--- config.mk ---
export PLATFORM = sky130hd
export DESIGN_NAME = if_fetch_unit
export DESIGN_NICKNAME = d
export VERILOG_FILES = /design/src/rtl/if_fetch_unit_pkg.sv /design/src/rtl/if_fetch_unit_fetch_btb.sv /design/src/rtl/if_fetch_unit.sv
export SDC_FILE = /design/constraint.sdc
export NUM_CORES = 1
export LEC_CHECK = 0
export BUFFER_PORTS_ARGS = -buffer_cell sky130_fd_sc_hd__buf_4
export CORE_UTILIZATION = 51
export CTS_CLUSTER_DIAMETER = 80
export DETAILED_ROUTE_END_ITERATION = 16
export HOLD_SLACK_MARGIN = 0.12
export PLACE_DENSITY = 0.79
export RECOVER_POWER = 100
export REMOVE_ABC_BUFFERS = 1
export SYNTH_ARGS = -nofsm -noshare
export SYNTH_HDL_FRONTEND = slang
export SYNTH_SLANG_ARGS = --single-unit
--- constraint.sdc ---
create_clock -name clk -period 3 [get_ports clk]
set_input_delay 0.45 -clock clk [delete_from_list [all_inputs] [get_ports clk]]
set_output_delay 0.45 -clock clk [all_outputs]
set_load 0.02 [all_outputs]
--- src/rtl/if_fetch_unit_pkg.sv ---
// Shared definitions for the instruction-fetch stage.
//   WORD_SIZE     : datapath / address width
//   NOP_OP        : opcode field of the no-operation instruction
//   NOP_INST      : full NOP encoding {NOP_OP, 12'b0}
//   fetch_state_t : FETCH / HOLD state encoding
package if_fetch_unit_pkg;

    localparam int WORD_SIZE = 16;

    localparam logic [3:0]           NOP_OP   = 4'hF;
    localparam logic [WORD_SIZE-1:0] NOP_INST = {NOP_OP, 12'b0};

    typedef enum logic {
        FETCH = 1'b0,
        HOLD  = 1'b1
    } fetch_state_t;

endpackage

--- src/rtl/if_fetch_unit_fetch_btb.sv ---
// Direct-mapped branch target buffer for the fetch stage.
// Lookup is combinational; updates land on the rising edge, so a write to
// the entry being looked up becomes visible one cycle later.
// Ports:
//   clk, reset_n            : clock, async active-high reset (clears valid bits)
//   lookup_pc               : PC being fetched
//   hit, hit_target         : lookup result
//   upd_en, upd_pc, upd_tgt : record a taken branch
module fetch_btb #(
    parameter int WORD_SIZE = 16,
    parameter int ENTRIES   = 4
) (
    input  logic                 clk,
    input  logic                 reset_n,
    input  logic [WORD_SIZE-1:0] lookup_pc,
    output logic                 hit,
    output logic [WORD_SIZE-1:0] hit_target,
    input  logic                 upd_en,
    input  logic [WORD_SIZE-1:0] upd_pc,
    input  logic [WORD_SIZE-1:0] upd_tgt
);
    localparam int IDX_W = $clog2(ENTRIES);
    localparam int TAG_W = WORD_SIZE - IDX_W;

    logic [TAG_W-1:0]     tag_q [ENTRIES];
    logic [WORD_SIZE-1:0] tgt_q [ENTRIES];
    logic [ENTRIES-1:0]   vld_q;

    logic [IDX_W-1:0] lk_idx;
    logic [IDX_W-1:0] up_idx;

    assign lk_idx     = lookup_pc[IDX_W-1:0];
    assign up_idx     = upd_pc[IDX_W-1:0];
    assign hit        = vld_q[lk_idx] && (tag_q[lk_idx] == lookup_pc[WORD_SIZE-1:IDX_W]);
    assign hit_target = tgt_q[lk_idx];

    always_ff @(posedge clk or posedge reset_n) begin
        if (reset_n) begin
            vld_q <= '0;
        end else if (upd_en) begin
            vld_q[up_idx] <= 1'b1;
        end
    end

    // Tag/target storage needs no reset: the valid bits gate every use.
    always_ff @(posedge clk) begin
        if (upd_en) begin
            tag_q[up_idx] <= upd_pc[WORD_SIZE-1:IDX_W];
            tgt_q[up_idx] <= upd_tgt;
        end
    end

endmodule

--- src/rtl/if_fetch_unit.sv ---
// Instruction-fetch stage: owns the PC, handshakes with instruction memory,
// keeps one word in a skid buffer while the pipeline is stalled and
// redirects on EX resolution.
// Optional feature: define IF_FETCH_BTB_EN to compile in the branch target
// buffer (fetch_btb); otherwise the next PC is always pc+1 and the bt_*
// inputs are ignored.
// Ports:
//   clk, reset_n                   : clock, async active-high reset
//   i_readM, i_address             : memory request / address
//   i_data, i_ready                : memory response
//   stall_on                       : hold IF outputs
//   redirect, redirect_pc          : corrected fetch PC from EX
//   bt_update, bt_pc, bt_target    : BTB write port
//   inst_out, pc_out, valid_out    : to IF/ID latch
//   flush_out                      : one-cycle flush after a redirect
//
// state | meaning
// FETCH | request outstanding at pc; accept i_data when i_ready
// HOLD  | stalled with a fetched word parked in the skid buffer
module if_fetch_unit #(
    parameter int WORD_SIZE   = if_fetch_unit_pkg::WORD_SIZE,
    parameter int BTB_ENTRIES = 4
) (
    input  logic                 clk,
    input  logic                 reset_n,
    output logic                 i_readM,
    output logic [WORD_SIZE-1:0] i_address,
    input  logic [WORD_SIZE-1:0] i_data,
    input  logic                 i_ready,
    input  logic                 stall_on,
    input  logic                 redirect,
    input  logic [WORD_SIZE-1:0] redirect_pc,
    input  logic                 bt_update,
    input  logic [WORD_SIZE-1:0] bt_pc,
    input  logic [WORD_SIZE-1:0] bt_target,
    output logic [WORD_SIZE-1:0] inst_out,
    output logic [WORD_SIZE-1:0] pc_out,
    output logic                 valid_out,
    output logic                 flush_out
);
    import if_fetch_unit_pkg::*;

    fetch_state_t         state, state_next;
    logic [WORD_SIZE-1:0] pc;
    logic [WORD_SIZE-1:0] npc;
    logic [WORD_SIZE-1:0] skid_inst;
    logic [WORD_SIZE-1:0] skid_pc;

`ifdef IF_FETCH_BTB_EN
    logic                 btb_hit;
    logic [WORD_SIZE-1:0] btb_target;

    fetch_btb #(
        .WORD_SIZE (WORD_SIZE),
        .ENTRIES   (BTB_ENTRIES)
    ) u_btb (
        .clk        (clk),
        .reset_n    (reset_n),
        .lookup_pc  (pc),
        .hit        (btb_hit),
        .hit_target (btb_target),
        .upd_en     (bt_update),
        .upd_pc     (bt_pc),
        .upd_tgt    (bt_target)
    );

    assign npc = btb_hit ? btb_target : pc + 1'b1;
`else
    logic unused_bt;
    assign unused_bt = ^{bt_update, bt_pc, bt_target};
    assign npc       = pc + 1'b1;
`endif

    // Request depends only on registered state so stall/redirect never
    // reach the memory interface combinationally.
    assign i_readM   = (state == FETCH) && !reset_n;
    assign i_address = pc;

    always_ff @(posedge clk or posedge reset_n) begin
        if (reset_n) begin
            state <= FETCH;
        end else begin
            state <= state_next;
        end
    end

    always_comb begin
        state_next = state;
        if (redirect) begin
            state_next = FETCH;
        end else begin
            case (state)
                FETCH:   if (i_ready && stall_on) state_next = HOLD;
                HOLD:    if (!stall_on)           state_next = FETCH;
                default: state_next = FETCH;
            endcase
        end
    end

    // The skid buffer is occupied exactly while state is HOLD, so it
    // needs no separate valid flag.
    always_ff @(posedge clk or posedge reset_n) begin
        if (reset_n) begin
            pc        <= '0;
            inst_out  <= NOP_INST;
            pc_out    <= '0;
            valid_out <= 1'b0;
            flush_out <= 1'b0;
            skid_inst <= NOP_INST;
            skid_pc   <= '0;
        end else begin
            flush_out <= 1'b0;
            if (redirect) begin
                pc        <= redirect_pc;
                inst_out  <= NOP_INST;
                valid_out <= 1'b0;
                flush_out <= 1'b1;
                skid_inst <= NOP_INST;
                skid_pc   <= '0;
            end else begin
                case (state)
                    FETCH: begin
                        if (i_ready) begin
                            pc <= npc;
                            if (stall_on) begin
                                skid_inst <= i_data;
                                skid_pc   <= npc;
                            end else begin
                                inst_out  <= i_data;
                                pc_out    <= npc;
                                valid_out <= 1'b1;
                            end
                        end else if (!stall_on) begin
                            inst_out  <= NOP_INST;
                            valid_out <= 1'b0;
                        end
                    end
                    HOLD: begin
                        if (!stall_on) begin
                            inst_out  <= skid_inst;
                            pc_out    <= skid_pc;
                            valid_out <= 1'b1;
                        end
                    end
                    default: ;
                endcase
            end
        end
    end

endmodule

Word-level counts from Yosys, hierarchy flattened
Index checks and enable logic that the tools add are counted.

storage, ports and cells
  register bits after elaboration = 83
  word-level logic and storage cells = 58

cells by class
  add/sub/neg operators = 1
  equal/unequal tests = 7
  muxes and demuxes = 31
  bitwise gates (word level) = 2
  reduce and logical (&&, ||, !) cells = 9

operator list
  operator                 number
  $mux W16                 19
  $pmux W16 S2             2
  $add A16 B1 Y16 const B  1
  $mux W1                  8
  $ne A2 B2 Y1 const B     4
  $ne A3 B3 Y1 const B     2
  $ne A4 B4 Y1 const B     1
  $pmux W1 S2              2
  $reduce_and A2 Y1        2
  $reduce_and A4 Y1        1
  $reduce_bool A2 Y1       2
  $reduce_and A3 Y1        1
  $logic_and A1 B1 Y1      2
  $not A1 Y1               2
  $logic_not A1 Y1         1

Depth between registers and ports, before layout
Gate-level depths: netlist of run 1.

  depth in word-level cells = 5
  mapped depth = 6
  depth with buffers taken out = 5

Worst setup path after synthesis of run 1
Ideal clock, no wire load.

  path kind = register to register
  start = register pc[0] (netlist: i_address[0])
  end = register pc[12] (netlist: i_address[12])
  setup time = 0.136 ns
  arrival = 1.658 ns
  data required time = 2.864 ns
  slack = 1.206 ns
  cell stages (with the launch flop) = 7
  path buffers = 1
  path through = dfrtp_1 ha_1 nand3_1 buf_2 nor4_2 xnor2_1 o21ai_0

on the way
  word-level cells in the longest chain between the ends = 4

RTL lines
  element                 RTL line              source
  from (decl)             if_fetch_unit.sv:44   logic [WORD_SIZE-1:0] pc;
  from (signal assigned)  if_fetch_unit.sv:114  pc <= redirect_pc;
  from (signal assigned)  if_fetch_unit.sv:124  pc <= npc;
  $add A16 B1 Y16         if_fetch_unit.sv:71   assign npc = pc + 1'b1;
  $mux W16                if_fetch_unit.sv:123  if (i_ready) begin
  $mux W16                if_fetch_unit.sv:121  case (state)
  $mux W16                if_fetch_unit.sv:113  if (redirect) begin

No other way between the ends. The select of a mux whose other input is x is not followed.
A chain may end at the register's enable or synchronous reset.

Final worst setup path of run 1
  start = input port redirect
  end = register pc_out[9]

on the way
  word-level cells in the longest chain between the ends = 2

RTL lines
  element                      RTL line              source
  from (decl)                  if_fetch_unit.sv:31   input logic redirect,
  $not A1 Y1 (no line)         --
  $reduce_and A4 Y1 (no line)  --
  to (signal assigned)         if_fetch_unit.sv:130  pc_out <= npc;
  to (signal assigned)         if_fetch_unit.sv:141  pc_out <= skid_pc;
  to (decl)                    if_fetch_unit.sv:37   output logic [WORD_SIZE-1:0] pc_out,

No other way between the ends.

==> summary.txt, run 1 <==
Die
  – Chip height: between 80 and 90 µm
  – Die area: between 0.008 and 0.009 mm²
  – Width of the die: 89.9 µm
  – Starting density of the core: 53.5%
  – Count of boundary I/O pins: 121
  – Placeable core region: 0.00737 mm²
  – Std-Cell Rows: 31

Placement
  – Weighted congestion at the end of routability-driven global placement: between 0.8 and 0.9
  – IO Port Bufs: 87
  – HPWL after detailed placement: 6590 µm

Yosys
  – Total of warnings raised by yosys: 0
  – Instance count of the mapped netlist: 403
  – Number of synthesized flops with an enable pin: 0
  – Ys async rst share: 100%
  – Avg Cell Area, Syn: a little under 10 µm²
  – Area of the mapped netlist: 0.00394 mm²
  – Library cells used by synthesis: 46
  – Top_reg_cell synth: sky130_fd_sc_hd__dfrtp_1
  – Sequential cell area fraction in the yosys report: 53.0%
  – Synthesized flop and latch total: a little over 80

Min path
  – Worst Hold End: i_address[10]
  – Hold Path Stages: 3
  – Hold Crit Class: in -> reg
  – Min-Delay Startpoint: redirect_pc[10]

Global route
  – Total gr overflow: 0
  – First-pass GRT wire length: 15600 µm
  – Maximum number of pins on one net before global-route repair: 39
  – Vias in the first global route: 3113
  – Number of antenna violations at the first check in global routing: 0
  – GRT Util Overall: roughly 24%

Drt
  – Number of antenna-violating nets in the routed design: 0
  – Router iterations before antenna repair: 4
  – Mean routed wirelength per cell: 16.0 µm
  – Number of vias per cell: roughly 5.6
  – Wire length reported by the detailed router: 9300 µm
  – DRC violations left: 0
  – Number of DRC markers in iteration 0: 213
  – Detailed-route via count: 3274

STA
  – Share of the cycle needed by the critical path after routing: between 70% and 80%
  – Tmin final: around 2300 ps
  – Max Fclk: 443 MHz
  – Max-slew violation total from the final report: 0
  – Number of endpoints with negative hold slack in the final report: 0
  – Slew @ Worst Pin: 1420 ps
  – Layout Skew: 8.56 ps
  – RSZ-0062 raised after global routing: false
  – Post-route worst hold slack: 306 ps
  – Relative max-transition margin: 5.19%
  – Total Negative Setup Slacks: 0 ps
  – Final setup violation count: 0

Critical path
  – Setup crit end kind: register
  – Reg-to-reg setup timing slack: roughly 790 ps
  – Type of the worst setup path: in -> reg
  – Worst R2R Start: state
  – Reg2reg end: skid_inst[7]
  – Crit Path Max Fanout: 38
  – Startpoint kind of the worst setup timing path: primary input
  – Cells on worst reg2reg path: 3
  – Worst-path cell chain: buf_4 > clkbuf_1 > nand2b_1 > nor2_1 > a22oi_1 > o21ai_0
  – Arrival @ worst endpoint: about 2500 ps
  – Slowest cell on the critical path: sky130_fd_sc_hd__clkbuf_1
  – Data required time of the critical path: 3220 ps
  – Delay of the slowest cell on the worst path: 1060 ps

Flow run
  – Count of max-cap constraint violations: 0

Layout
  – Number of filler cells placed in the layout: 694
  – Commonest non-fill, non-tap cell in the layout: sky130_fd_sc_hd__dfrtp_1
  – Layout overhead on the synthesized area: 16.7%
  – Most frequent cells in the layout: sky130_fd_sc_hd__dfrtp_1 (75), sky130_fd_sc_hd__clkbuf_1 (54), sky130_fd_sc_hd__nor2_1 (46), sky130_fd_sc_hd__buf_4 (40), sky130_fd_sc_hd__nand2_1 (37)
  – Number of diodes added for antenna fixing: 0
  – Number of nets in the layout: 550
  – Share of final-layout standard cells stronger than drive strength 1: 14.5%

Clock network
  – Buffers inserted during post-CTS setup optimization: 0
  – Total clock buffers created by CTS: 9
  – CTS tree: built
  – H-Tree Depth: 3
  – Largest buffer count on any clock path: 2
  – Post-cts resize count: 0
  – Clock transition at the registers of the reported paths: 80 ps
  – Clock Sinks: 83
  – Clock network latency to the later pin of the worst-skew pair: ~350 ps
  – Clk root buf: sky130_fd_sc_hd__clkbuf_8

Outcome
  – Status: complete, no violations

Power and ir drop
  – Power density of the placed cells: 553 mW/mm²
  – IR Drop Worst-Case VDD: 246 µV
  – P_leak: 1.89 nW
==> where the power goes <==
part	leakage, nW	total [mW]	internal [mW]	switching [mW]
sequential	1.04	1.34	1.23	0.104
clock	0.0856	0.701	0.314	0.387
combinational	0.765	0.506	0.175	0.331
==> layer usage <==
metal / wire [µm] / track usage (%) / up-vias
li1: - / - / 1586
met2: 4440 / 38.7 / 97
met1: 4270 / 33.3 / 1578
met4: 142 / 9.27 / 0
met3: 441 / 4.23 / 13
met5: 0 / 0 / -
==> metrics by stage <==
step	utilization [%]	setup WS [ps]	instances	instance area (µm²)	power (mW)
2_1_floorplan	-	426	371	3800	1.66
5_1_grt	62.4	522	582	4600	2.67
3_5_place_dp	63.1	800	566	4650	1.94
3_3_place_gp	63.1	843	566	4650	1.92
6_report	62.4	743	582	4600	2.54
4_1_cts	65.5	787	582	4830	2.64
==> worst max-delay path, delay by kind of cell <==
| kind | cells | cell delay, ps |
|---|---|---|
| and+or+nand+nor | 2 | 500 |
| AOI/OAI and AO/OA | 2 | 280 |
| buffers and inverters | 2 | 1240 |
==> final cells by class <==
type / count / area, µm² / area share, %
repair buffers: 97 / 523 / 11.4
flip-flops and latches: 83 / 2090 / 45.4
clock inverters: 5 / 30.0 / 0.653
inverters: 5 / 20.0 / 0.435
clock buffers: 10 / 138 / 2.99
multi-input cells: 283 / 1680 / 36.5
well taps: 99 / 124 / 2.69
==> sequential cells by signal, indices dropped and copies added (netlist names) <==
name and count:
flush_out 1, pc_out 16, valid_out 1, skid_pc 16
skid_inst 16, i_address 16, inst_out 16, state 1
==> synthesized netlist by cell type (2+ instances only) <==
| cell | number | area, µm² |
|---|---|---|
| sky130_fd_sc_hd__dfrtp_1 | 75 | 1880 |
| sky130_fd_sc_hd__nor2_1 | 46 | 173 |
| sky130_fd_sc_hd__nand2_1 | 37 | 139 |
| sky130_fd_sc_hd__o21ai_0 | 34 | 170 |
| sky130_fd_sc_hd__a21oi_1 | 26 | 130 |
| sky130_fd_sc_hd__clkbuf_1 | 22 | 82.6 |
| sky130_fd_sc_hd__xnor2_1 | 21 | 184 |
| sky130_fd_sc_hd__a22oi_1 | 14 | 105 |
| sky130_fd_sc_hd__a22o_1 | 13 | 114 |
| sky130_fd_sc_hd__nand3_1 | 11 | 55.1 |
| sky130_fd_sc_hd__nor3_1 | 10 | 50.1 |
| sky130_fd_sc_hd__nor4_1 | 9 | 56.3 |
| sky130_fd_sc_hd__dfstp_2 | 8 | 210 |
| sky130_fd_sc_hd__a211oi_1 | 7 | 52.6 |
| sky130_fd_sc_hd__mux2i_1 | 6 | 60.1 |
| sky130_fd_sc_hd__nand2b_1 | 6 | 37.5 |
| sky130_fd_sc_hd__buf_2 | 5 | 25.0 |
| sky130_fd_sc_hd__inv_1 | 5 | 18.8 |
| sky130_fd_sc_hd__o22a_1 | 4 | 35.0 |
| sky130_fd_sc_hd__o22ai_1 | 4 | 25.0 |
| sky130_fd_sc_hd__xor2_1 | 4 | 35.0 |
| sky130_fd_sc_hd__and3_1 | 3 | 18.8 |
| sky130_fd_sc_hd__nand4_1 | 3 | 18.8 |
| sky130_fd_sc_hd__or2_2 | 3 | 18.8 |
| sky130_fd_sc_hd__and4_1 | 2 | 17.5 |
| sky130_fd_sc_hd__buf_4 | 2 | 15.0 |
| sky130_fd_sc_hd__clkbuf_2 | 2 | 10.0 |
| sky130_fd_sc_hd__nor4_2 | 2 | 25.0 |
| sky130_fd_sc_hd__o32ai_1 | 2 | 17.5 |
==> cells by family (layout without fill, tap and decap cells) <==
kind of cell / count (synthesis) / count (layout) / share of synthesized area [%]
and+or+nand+nor: 139 / 139 / 17.6
adders and majority gates: 1 / 1 / 0.318
xor gates and xnor gates: 25 / 25 / 5.56
muxes: 6 / 6 / 1.52
DFF: 83 / 83 / 53.0
buffers and inverters: 37 / 117 / 3.94
AOI/OAI and AO/OA: 112 / 112 / 18.1
==> worst max-delay path by stage <==
stage | to | slack (ps) | depth (start not counted) | start
floorplan | flush_out | 430 | 1 | reset_n
detailed placement | skid_pc[3] | 800 | 3 | state
finish | pc_out[9] | 740 | 6 | redirect
global route | pc_out[9] | 520 | 6 | redirect
CTS | skid_pc[3] | 790 | 3 | state
global placement | skid_inst[4] | 840 | 3 | state
==> repair_timing <==
action                                  4_1_cts  5_1_grt
endpoints found under the setup margin        0        0
hold buffers                                  1        0
hold endpoints to repair                     18        0
Note: power is estimated with default switching activity, not from simulation.
==> run 2, diff against run 1 <==
- clock period: 3 -> 2.3 ns (I/O delays scaled with it)
==> summary.txt, run 2 (same netlist as run 1, synthesis figures left out) <==
Outcome
  – Status: complete, no violations

Drt
  – Number of antenna-violating nets in the routed design: 0 (unchanged)
  – Number of DRC markers in iteration 0: 225 (+5.6%)
  – Number of vias per cell: 5.68 (+0.98%)
  – Router iterations before antenna repair: 5 (+1)
  – Detailed-route via count: 3346 (+2.2%)
  – Wire length reported by the detailed router: 9490 µm (+2.0%)
  – DRC violations left: 0 (unchanged)
  – Mean routed wirelength per cell: 16.1 µm (+0.83%)

Global route
  – Vias in the first global route: 3183 (+2.2%)
  – First-pass GRT wire length: 15800 µm (+1.2%)
  – Met1 Usage GRT: 34.1% (+0.80 points)
  – GRT Util Overall: 24.3% (about the same)
  – Number of antenna violations at the first check in global routing: 0 (unchanged)
  – Maximum number of pins on one net before global-route repair: 43 (+10%)
  – GRT Max-Usage Layer: met2
  – Met2 Usage GRT: 38.8% (+0.064 points)
  – Total gr overflow: 0 (unchanged)
  – Global-route track usage on met3: 3.47% (-0.76 points)

Critical path
  – Crit Path Max Fanout: 12 (-68%)
  – Setup crit end kind: register
  – Startpoint kind of the worst setup timing path: register
  – Worst R2R Start: state
  – Critical path destination: inst_out[5]
  – Cells on worst reg2reg path: 4 (+1)
  – Type of the worst setup path: reg -> reg
  – Reg-to-reg setup timing slack: 260 ps (-530 ps)
  – Crit path launch: state
  – Reg2reg end: inst_out[5]
  – Data required time of the critical path: 2570 ps (-650 ps)
  – Arrival @ worst endpoint: 2320 ps (-160 ps)

Clock network
  – CTS tree: built
  – H-Tree Depth: 3 (unchanged)
  – Post-cts resize count: 0 (unchanged)
  – Clock Sinks: 83 (unchanged)
  – Clk root buf: sky130_fd_sc_hd__clkbuf_8
  – Total clock buffers created by CTS: 9 (unchanged)
  – Buffers inserted during post-CTS setup optimization: 0 (unchanged)
  – Largest buffer count on any clock path: 2 (unchanged)
  – Clock network latency to the later pin of the worst-skew pair: 350 ps (about the same)
  – Clock transition at the registers of the reported paths: 80 ps (about the same)

Min path
  – Hold Crit Class: in -> reg

STA
  – Share of the cycle needed by the critical path after routing: around nine tenths
  – Slew @ Worst Pin: 1450 ps (+24.3 ps)
  – Total Negative Setup Slacks: 0 ps (unchanged)
  – RSZ-0062 raised after global routing: false
  – Tmin final: 2040 ps
  – Max-slew violation total from the final report: 0 (unchanged)
  – Relative max-transition margin: 3.04% (-2.1 points)
  – Max Fclk: 490 MHz
  – Number of endpoints with negative hold slack in the final report: 0 (unchanged)
  – Final setup violation count: 0 (unchanged)
  – Post-route worst hold slack: 200 ps (-106 ps)
  – Layout Skew: 10.6 ps (+2.08 ps)

Power and ir drop
  – Switching power share of the total: 32.3% (-0.056 points)
  – Power density of the placed cells: 719 mW/mm² (+30%)
  – Part of the total power dissipated in sequential elements: 51.9% (-0.6 points)
  – P_leak: 1.92 nW (+1.3%)
  – Sum of internal, switching and leakage power: 3.34 mW (+32%)
  – Internal power: 2.27 mW (+32%)
  – IR Drop Worst-Case VDD: 301 µV (+22%)
  – Net switching power: 1.08 mW (+31%)
  – Part of the power in the clock network: 27.8% (+0.2 points)
  – Part of the power in combinational logic: 20.4% (+0.5 points)

Layout
  – Number of diodes added for antenna fixing: 0 (unchanged)
  – Most frequent cells in the layout: sky130_fd_sc_hd__dfrtp_1 (75), sky130_fd_sc_hd__clkbuf_1 (59), sky130_fd_sc_hd__nor2_1 (46), sky130_fd_sc_hd__buf_4 (43), sky130_fd_sc_hd__nand2_1 (37)
  – Layout overhead on the synthesized area: 18.1%
  – Commonest non-fill, non-tap cell in the layout: sky130_fd_sc_hd__dfrtp_1
  – Number of nets in the layout: 556 (+1.1%)
  – Share of final-layout standard cells stronger than drive strength 1: 14.9% (+0.41 points)

Die
  – Std-Cell Rows: 31 (unchanged)
  – Chip height: 89.9 µm (unchanged)
  – Width of the die: 89.9 µm (unchanged)
  – Placeable core region: 0.00737 mm² (unchanged)
  – Starting density of the core: 53.5% (unchanged)
  – Count of boundary I/O pins: 121 (unchanged)
  – Die area: 0.00808 mm² (unchanged)

Placement
  – IO Port Bufs: 87 (unchanged)
  – HPWL after detailed placement: 6690 µm (+1.4%)
  – Weighted congestion at the end of routability-driven global placement: 0.849 (+0.50%)

Flow run
  – Count of max-cap constraint violations: 0 (unchanged)
## run 2: worst min path at each step
| stage | to | from | depth (start not counted) |
|---|---|---|---|
| after floorplan | flush_out | redirect | 0 |
| final | i_address[11] | redirect_pc[11] | 3 |
| after detailed placement | pc_out[2] | reset_n | 2 |
| after CTS | i_address[11] | redirect_pc[11] | 3 |
| after global routing | i_address[11] | redirect_pc[11] | 3 |
| after global placement | valid_out | reset_n | 2 |
## run 2: stage by stage
step	instances	utilization, %	cell area, µm²	setup slack, ps
after floorplan	371	-	3800	-169
after detailed placement	572	63.9	4710	313
after global placement	572	63.9	4710	352
final	589	63.1	4650	259
after global routing	589	63.1	4650	105
after CTS	589	66.3	4890	276
## run 2: layer usage
layer,vias up,routed length (µm)
li1,1590,-
met1,1616,4330
met2,125,4530
met3,15,488
met4,0,137
met5,-,0
## run 2: what timing repair did
action / in CTS / in global routing
setup endpoints to repair: 0 / 0
hold buffers: 1 / 0
hold endpoints to repair: 28 / 0
## run 2: cell type report
cell class / count / area (µm²)
clock buffer: 12 / 145
clock inverter: 4 / 26.3
fill: 700 / 2720
inverter: 5 / 20.0
multi-input combinational: 283 / 1680
sequential: 83 / 2090
tap: 99 / 124
timing repair buffer: 103 / 574
## run 2: power by group through the flow
stage / clock (mW) / sequential, mW / combinational, mW
after detailed placement: 0 / 1.76 / 0.781
after CTS: 0.948 / 1.74 / 0.786
after global placement: 0 / 1.75 / 0.765
after global routing: 1.01 / 1.75 / 0.744
after floorplan: 0 / 1.88 / 0.278
final: 0.929 / 1.73 / 0.681
## run 2: worst max-delay path, cell delays in order (launching register included)
cell and delay (ps):
sky130_fd_sc_hd__dfrtp_1 500, sky130_fd_sc_hd__nand2b_1 330, sky130_fd_sc_hd__nor2_1 730, sky130_fd_sc_hd__a22oi_1 210, sky130_fd_sc_hd__a21oi_1 190
